`src/rtl/gpio_cfg_chain_ctrl_if.sv`:
```
`default_nettype none
// +----------------------------------------------------------------------------+
// | gpio_cfg_chain_ctrl_if : config-bank and pad-chain signals of the master   |
// | Rev 1.0                                                                    |
// +----------------------------------------------------------------------------+
interface gpio_cfg_chain_ctrl_if #(
  parameter int PAD_CNT   = 9,
  parameter int CFG_BITS  = 16,
  parameter int CLK_DIV_W = 4
);
  localparam int ADDR_W = (PAD_CNT > 1) ? $clog2(PAD_CNT) : 1;

  logic                 cfg_wr_en;
  logic [ADDR_W-1:0]    cfg_wr_addr;
  logic [CFG_BITS-1:0]  cfg_wr_data;
  logic [ADDR_W-1:0]    cfg_rd_addr;
  logic [CFG_BITS-1:0]  cfg_rd_data;
  logic                 start;
  logic                 verify_en;
  logic [CLK_DIV_W-1:0] clk_div;
  logic                 busy;
  logic                 done;
  logic                 chk_err;
  logic                 serial_clock;
  logic                 serial_load;
  logic                 serial_data;
  logic                 serial_data_ret;

  modport slave (
    input  cfg_wr_en, cfg_wr_addr, cfg_wr_data, cfg_rd_addr,
    input  start, verify_en, clk_div, serial_data_ret,
    output cfg_rd_data, busy, done, chk_err,
    output serial_clock, serial_load, serial_data
  );

  modport master (
    output cfg_wr_en, cfg_wr_addr, cfg_wr_data, cfg_rd_addr,
    output start, verify_en, clk_div, serial_data_ret,
    input  cfg_rd_data, busy, done, chk_err,
    input  serial_clock, serial_load, serial_data
  );
endinterface
`default_nettype wire

```
`src/rtl/gpio_cfg_chain_ctrl.sv`:
```
`default_nettype none
// +----------------------------------------------------------------------------+
// | gpio_cfg_chain_ctrl : pad-config chain master (shift, optional verify,    |
// | load). Rev 1.0                                                             |
// +----------------------------------------------------------------------------+
module gpio_cfg_chain_ctrl #(
  parameter int                  PAD_CNT     = 9,
  parameter int                  CFG_BITS    = 16,
  parameter int                  CLK_DIV_W   = 4,
  parameter logic [CFG_BITS-1:0] DEFAULT_CFG = 16'h3000
) (
  input  wire logic            mclk,
  input  wire logic            reset,
  gpio_cfg_chain_ctrl_if.slave bus
);
  localparam int               ADDR_W   = (PAD_CNT > 1) ? $clog2(PAD_CNT) : 1;
  localparam int               TOTAL    = PAD_CNT * CFG_BITS;
  localparam int               BIT_W    = $clog2(TOTAL + 1);
  localparam logic [BIT_W-1:0] LAST_BIT = BIT_W'(TOTAL - 1);

  typedef enum logic [1:0] {
    S_IDLE  = 2'd0,
    S_SHIFT = 2'd1,
    S_LOAD  = 2'd2,
    S_DONE  = 2'd3
  } state_t;

  state_t               state_q;
  logic [CFG_BITS-1:0]  cfg_q [PAD_CNT];
  logic [BIT_W-1:0]     bit_cnt_q;
  logic [CLK_DIV_W-1:0] ph_q;
  logic [CLK_DIV_W-1:0] div_q;
  logic                 verify_q;
  logic                 pass2_q;
  logic                 hi_q;
  logic                 busy_q;
  logic                 done_q;
  logic                 chk_err_q;
  logic                 sclk_q;
  logic                 sload_q;
  logic                 sdata_q;

  logic [TOTAL-1:0]     img_d;
  logic [CFG_BITS-1:0]  rd_data_d;
  logic [BIT_W-1:0]     nxt_idx_d;
  logic                 first_bit_d;
  logic                 next_bit_d;

  // Word i occupies img_d[i*CFG_BITS +: CFG_BITS]; the MSB end is shifted first.
  for (genvar i = 0; i < PAD_CNT; i++) begin : g_img
    assign img_d[i*CFG_BITS +: CFG_BITS] = cfg_q[i];
  end

  assign nxt_idx_d   = LAST_BIT - bit_cnt_q - 1'b1;
  assign first_bit_d = img_d[TOTAL-1];
  assign next_bit_d  = img_d[nxt_idx_d];

  always_comb begin
    rd_data_d = '0;
    for (int i = 0; i < PAD_CNT; i++) begin
      if (bus.cfg_rd_addr == ADDR_W'(i)) rd_data_d = cfg_q[i];
    end
  end

  always_ff @(posedge mclk or posedge reset) begin
    if (reset) begin
      for (int i = 0; i < PAD_CNT; i++) cfg_q[i] <= DEFAULT_CFG;
    end else if (bus.cfg_wr_en && !busy_q) begin
      for (int i = 0; i < PAD_CNT; i++) begin
        if (bus.cfg_wr_addr == ADDR_W'(i)) cfg_q[i] <= bus.cfg_wr_data;
      end
    end
  end

  always_ff @(posedge mclk or posedge reset) begin
    if (reset) begin
      state_q   <= S_IDLE;
      bit_cnt_q <= '0;
      ph_q      <= '0;
      div_q     <= '0;
      verify_q  <= 1'b0;
      pass2_q   <= 1'b0;
      hi_q      <= 1'b0;
      busy_q    <= 1'b0;
      done_q    <= 1'b0;
      chk_err_q <= 1'b0;
      sclk_q    <= 1'b0;
      sload_q   <= 1'b0;
      sdata_q   <= 1'b0;
    end else begin
      done_q <= 1'b0;
      case (state_q)
        S_IDLE: begin
          if (bus.start) begin
            state_q   <= S_SHIFT;
            busy_q    <= 1'b1;
            div_q     <= bus.clk_div;
            ph_q      <= bus.clk_div;
            verify_q  <= bus.verify_en;
            chk_err_q <= 1'b0;
            bit_cnt_q <= '0;
            pass2_q   <= 1'b0;
            hi_q      <= 1'b0;
            sclk_q    <= 1'b0;
            sdata_q   <= first_bit_d;
          end
        end
        S_SHIFT: begin
          if (ph_q != '0) begin
            ph_q <= ph_q - 1'b1;
          end else begin
            ph_q <= div_q;
            if (!hi_q) begin
              hi_q   <= 1'b1;
              sclk_q <= 1'b1;
              // Last LO cycle: the chain tail presents the pass-1 copy of this bit.
              if (pass2_q && (bus.serial_data_ret != sdata_q)) chk_err_q <= 1'b1;
            end else begin
              hi_q   <= 1'b0;
              sclk_q <= 1'b0;
              if (bit_cnt_q == LAST_BIT) begin
                bit_cnt_q <= '0;
                if (verify_q && !pass2_q) begin
                  pass2_q <= 1'b1;
                  sdata_q <= first_bit_d;
                end else begin
                  state_q <= S_LOAD;
                  sdata_q <= 1'b0;
                  sload_q <= 1'b1;
                end
              end else begin
                bit_cnt_q <= bit_cnt_q + 1'b1;
                sdata_q   <= next_bit_d;
              end
            end
          end
        end
        S_LOAD: begin
          if (ph_q != '0) begin
            ph_q <= ph_q - 1'b1;
          end else begin
            sload_q <= 1'b0;
            done_q  <= 1'b1;
            state_q <= S_DONE;
          end
        end
        S_DONE: begin
          busy_q  <= 1'b0;
          state_q <= S_IDLE;
        end
        default: state_q <= S_IDLE;
      endcase
    end
  end

  assign bus.cfg_rd_data  = rd_data_d;
  assign bus.busy         = busy_q;
  assign bus.done         = done_q;
  assign bus.chk_err      = chk_err_q;
  assign bus.serial_clock = sclk_q;
  assign bus.serial_load  = sload_q;
  assign bus.serial_data  = sdata_q;

endmodule
`default_nettype wire

```
`src/flat_wrapper.sv`:
```
// flat-port wrapper written by rule: the top's interface ports become plain ports
module gpio_cfg_chain_ctrl_flat 
#(
  parameter int                  PAD_CNT     = 9,
  parameter int                  CFG_BITS    = 16,
  parameter int                  CLK_DIV_W   = 4,
  parameter logic [CFG_BITS-1:0] DEFAULT_CFG = 16'h3000
)
  (mclk, reset, bus_cfg_wr_en, bus_cfg_wr_addr, bus_cfg_wr_data, bus_cfg_rd_addr, bus_start, bus_verify_en, bus_clk_div, bus_serial_data_ret, bus_cfg_rd_data, bus_busy, bus_done, bus_chk_err, bus_serial_clock, bus_serial_load, bus_serial_data);
  gpio_cfg_chain_ctrl_if #(.PAD_CNT(PAD_CNT), .CFG_BITS(CFG_BITS), .CLK_DIV_W(CLK_DIV_W)) bus_i ();
  input  wire logic mclk;
  input  wire logic reset;
  input wire logic [$bits(bus_i.cfg_wr_en)-1:0] bus_cfg_wr_en;
  input wire logic [$bits(bus_i.cfg_wr_addr)-1:0] bus_cfg_wr_addr;
  input wire logic [$bits(bus_i.cfg_wr_data)-1:0] bus_cfg_wr_data;
  input wire logic [$bits(bus_i.cfg_rd_addr)-1:0] bus_cfg_rd_addr;
  input wire logic [$bits(bus_i.start)-1:0] bus_start;
  input wire logic [$bits(bus_i.verify_en)-1:0] bus_verify_en;
  input wire logic [$bits(bus_i.clk_div)-1:0] bus_clk_div;
  input wire logic [$bits(bus_i.serial_data_ret)-1:0] bus_serial_data_ret;
  output wire logic [$bits(bus_i.cfg_rd_data)-1:0] bus_cfg_rd_data;
  output wire logic [$bits(bus_i.busy)-1:0] bus_busy;
  output wire logic [$bits(bus_i.done)-1:0] bus_done;
  output wire logic [$bits(bus_i.chk_err)-1:0] bus_chk_err;
  output wire logic [$bits(bus_i.serial_clock)-1:0] bus_serial_clock;
  output wire logic [$bits(bus_i.serial_load)-1:0] bus_serial_load;
  output wire logic [$bits(bus_i.serial_data)-1:0] bus_serial_data;
  assign bus_i.cfg_wr_en = bus_cfg_wr_en;
  assign bus_i.cfg_wr_addr = bus_cfg_wr_addr;
  assign bus_i.cfg_wr_data = bus_cfg_wr_data;
  assign bus_i.cfg_rd_addr = bus_cfg_rd_addr;
  assign bus_i.start = bus_start;
  assign bus_i.verify_en = bus_verify_en;
  assign bus_i.clk_div = bus_clk_div;
  assign bus_i.serial_data_ret = bus_serial_data_ret;
  assign bus_cfg_rd_data = bus_i.cfg_rd_data;
  assign bus_busy = bus_i.busy;
  assign bus_done = bus_i.done;
  assign bus_chk_err = bus_i.chk_err;
  assign bus_serial_clock = bus_i.serial_clock;
  assign bus_serial_load = bus_i.serial_load;
  assign bus_serial_data = bus_i.serial_data;
  gpio_cfg_chain_ctrl #(.PAD_CNT(PAD_CNT), .CFG_BITS(CFG_BITS), .CLK_DIV_W(CLK_DIV_W), .DEFAULT_CFG(DEFAULT_CFG)) u_core (.mclk(mclk), .reset(reset), .bus(bus_i));
endmodule
```
`config.mk`:
```
export PLATFORM = sky130hd
export DESIGN_NAME = gpio_cfg_chain_ctrl_flat
export DESIGN_NICKNAME = d
export VERILOG_FILES = /design/src/rtl/gpio_cfg_chain_ctrl_if.sv /design/src/rtl/gpio_cfg_chain_ctrl.sv /design/src/flat_wrapper.sv
export SDC_FILE = /design/constraint.sdc
export NUM_CORES = 1
export LEC_CHECK = 0
export BUFFER_PORTS_ARGS = -buffer_cell sky130_fd_sc_hd__buf_2
export CAP_MARGIN = 15
export CORE_ASPECT_RATIO = 0.5
export CORE_MARGIN = 4
export CORE_UTILIZATION = 32
export DETAILED_ROUTE_END_ITERATION = 10
export HOLD_SLACK_MARGIN = 0.05
export PLACE_DENSITY = 0.5
export SLEW_MARGIN = 5
export SYNTH_ARGS = -nofsm -noshare
export SYNTH_HDL_FRONTEND = slang
export SYNTH_SLANG_ARGS = --single-unit
export TNS_END_PERCENT = 1
```
`constraint.sdc`:
```
create_clock -name mclk -period 6.11 [get_ports mclk]
set_input_delay 0.611 -clock mclk [delete_from_list [all_inputs] [get_ports mclk]]
set_output_delay 0.611 -clock mclk [all_outputs]
set_load 0.1 [all_outputs]
```
==> flow_summary.json <==
{
  "crit_slowest_cell": "and3b_1",
  "antenna_found_initial": 3,
  "ys_async_sr_fraction_pct": 100,
  "p_clk_share_pct": 22.6,
  "routedWlPerCell_um": 23.6,
  "htreeDepth": 4,
  "cts_hold_buf": 0,
  "cts.path.max_buffers": 2,
  "multi_input_area_sq_um": 4820,
  "yosysTopAreaCell": "dfrtp_1",
  "synth_edf_count": 0,
  "hold_path_class": "in2async",
  "max-slew-margin-rel_pct": 24.3,
  "cts_resized": 0,
  "setup.worst_path.end_class": "output port",
  "clkLatencyLatePin_ps": 450,
  "finalCritPeriodShare_pct": 61.7,
  "io_buffers": 55,
  "grt-ovfl-total": 0,
  "rr_endpoint": "u_core.bus.serial_data",
  "synth_cell_type_count": 68,
  "drtAntennaViolNets": 0,
  "synth_commonest_cells": "mux2_2, dfrtp_1, nand2_1",
  "drive_gt1_share_pct": 39.4,
  "cts.clk_slew.worst_paths_ps": 70,
  "die_w_um": 251,
  "numCtsBuffers": 17,
  "drc": 0,
  "ir_drop_uv": 182,
  "grt_setup_unrepaired": "false",
  "switching_share_pct": 37.9,
  "path_max_fanout": 27,
  "critPathRequiredTime_ps": 5500,
  "first_iter_violations": 607,
  "rr_startpoint": "u_core.bit_cnt_q[0]",
  "crit_type": "in2out",
  "ys_ff_latch": 170,
  "cts_tree": "yes",
  "yosysTopAreaCellShare_pct": 40.4,
  "crit_path_cell_trace": "buf_2 -> nor2b_1 -> and3b_1 -> a222oi_1 -> o21ai_1 -> a22o_1 -> mux2_2 -> buf_2",
  "ios": 56,
  "fin_worst_skew_ps": 10.2,
  "hpwlAfterDp_um": 19500,
  "grtUsageTotal_pct": 17.8,
  "p_leak_uw": 0.00445,
  "cp.arrival_ps": 3160,
  "vias_per_cell": 5.59,
  "finalHoldViolCount": 0,
  "ys_seq_area_share_pct": 45.4,
  "place_ws_ps": 2340,
  "grt_start_max_net_pins": 78,
  "power_switching_uw": 1980,
  "routabilityCongestion": 0.855,
  "num-fill-cells": 2842,
  "synth_fp_nets": 801,
  "start_util_pct": 32.5,
  "setup_tns_ps": 0,
  "status": "complete, no violations",
  "finalSetupViolations": 0,
  "cpMostUsedCell": "buf_2",
  "critPathLaunchType": "input pin",
  "rrSetupSlack_ps": 2610,
  "worstMarginPinSlew_ps": 1130,
  "syn_area_per_cell_sq_um": 12.4,
  "root_buffer": "clkbuf_16",
  "post-synth-top-count-cell": "mux2_2",
  "fmax_mhz": 265,
  "pwr-share-comb_pct": 39.2,
  "routed_wl_um": 28200,
  "synth_area_leaders": "dfrtp_1, mux2_2, mux4_2, dfstp_2, nand2_1",
  "grt_pass1_vias": 6759,
  "r2r_cells": 8,
  "diodes": 0,
  "dp.cells": 1164,
  "grt_pass1_wl_um": 43300,
  "stdcell_count": 1196,
  "cap_violations": 0,
  "die_area_sq_um": 32400,
  "slowest_delay_ps": 660,
  "synth_area_sq_um": 9410,
  "internal_power_uw": 3240,
  "vias": 6688,
  "p_per_area_nw_per_um2": 492,
  "synthFlopType": "dfrtp_1",
  "slew_viol_final": 0,
  "dr.pass1.iters": 5,
  "fp.dieH_um": 129,
  "area_growth_pct": 12.9,
  "core_sq_um": 29000,
  "seqPwrFrac_pct": 38.3,
  "cts_setup_buffers": 0,
  "syn_inst": 759,
  "finalCriticalPeriod_ps": 3770,
  "seq_area_sq_um": 4280,
  "fin_nets": 834,
  "postLayoutSetupSlackWorst_ps": 2340,
  "rows": 44,
  "ys_warn_count": 0,
  "cts.sinks": 170
}
==> power groups by stage <==
| stage | Combinational (uW) | Clock, uW | Sequential, uW |
|---|---|---|---|
| after floorplan | 1580 | 0 | 1920 |
| after global placement | 2040 | 0 | 2000 |
| after detailed placement | 2060 | 0 | 2010 |
| after CTS | 2060 | 1210 | 2000 |
| after global routing | 2210 | 1250 | 2050 |
| final | 2050 | 1180 | 2000 |
==> critical path: cells and delay by family <==
kind | cells | cell delay (ps)
compound gates | 3 | 520
simple gates | 2 | 970
buf+inv | 2 | 890
mux | 1 | 150
==> state kept, by name, summed over array words and instances (netlist names) <==
name and count:
u_core.ph_q 4, u_core.cfg_q 144, u_core.state_q 2, u_core.hi_q 1, u_core.bus.done 1, u_core.bus.serial_data 1
u_core.bus.chk_err 1, u_core.verify_q 1, u_core.bus.busy 1, u_core.bit_cnt_q 8, u_core.div_q 4, u_core.pass2_q 1
u_core.bus.serial_load 1
==> final cells by class <==
type | instances | share of cell area [%]
clock buffers | 23 | 4.40
clock inverters | 9 | 1.54
inverters | 10 | 0.400
multi-input cells | 527 | 45.4
flip-flops and latches | 170 | 40.3
well taps | 391 | 4.60
repair buffers | 66 | 3.37
==> layer usage <==
metal / up-vias / wire length (um) / track usage (%)
li1: 2950 / - / -
met1: 3497 / 12400 / 23.2
met2: 177 / 13100 / 28.4
met3: 58 / 1650 / 4.99
met4: 6 / 1030 / 7.46
met5: - / 33 / 0
==> through the flow <==
| step | power (uW) | hold WS, ps | instance area (sq um) | util (%) |
|---|---|---|---|---|
| finish | 5230 | 296 | 10600 | 36.7 |
| global placement | 4040 | 494 | 9990 | 34.5 |
| floorplan | 3510 | 474 | 9410 | - |
| detailed placement | 4070 | 498 | 9990 | 34.5 |
| global route | 5520 | 353 | 10600 | 36.7 |
| CTS | 5270 | 318 | 10600 | 36.7 |
==> cell usage in the layout (no fill, tap or decap), drive strengths merged, types with 6 or more instances in the layout <==
| master | netlist | final |
|---|---|---|
| a221o | 15 | 15 |
| nor3 | 9 | 9 |
| inv | 10 | 12 |
| o21ai | 36 | 36 |
| dfrtp | 152 | 152 |
| clkbuf | 29 | 23 |
| nand2 | 71 | 71 |
| buf | 23 | 66 |
| dfstp | 18 | 18 |
| nor2b | 11 | 11 |
| and3 | 9 | 9 |
| o211ai | 6 | 6 |
| mux2 | 167 | 167 |
| a21oi | 18 | 18 |
| nand3 | 12 | 12 |
| mux2i | 6 | 6 |
| ha | 8 | 8 |
| nor2 | 18 | 18 |
| xnor2 | 9 | 9 |
| nand4 | 15 | 15 |
| mux4 | 37 | 37 |
| a222oi | 16 | 16 |
==> logic make-up (layout without fill, tap and decap cells) <==
group	Yosys count	in the layout	share of synthesized area (%)
AO/OA/AOI/OAI	126	126	10.0
XOR/XNOR	13	13	1.37
adder cells (fa/ha/maj)	8	8	1.06
buffers and inverters	62	108	3.36
flip-flops	170	170	45.4
multiplexers	210	210	29.6
AND/OR/NAND/NOR	170	170	9.17
==> how the worst max path moves through the flow <==
stage | start | end | slack (ps) | cells past startpoint
2_1_floorplan | reset | u_core.bit_cnt_q[0] | 930 | 1
3_3_place_gp | bus_cfg_rd_addr[0] | bus_cfg_rd_data[7] | 2430 | 7
3_5_place_dp | bus_cfg_rd_addr[0] | bus_cfg_rd_data[15] | 2340 | 8
4_1_cts | bus_cfg_rd_addr[0] | bus_cfg_rd_data[15] | 2330 | 8
5_1_grt | bus_cfg_rd_addr[0] | bus_cfg_rd_data[6] | 2180 | 7
6_report | bus_cfg_rd_addr[0] | bus_cfg_rd_data[15] | 2340 | 8
No activity file was read; power rests on OpenSTA's default activity.
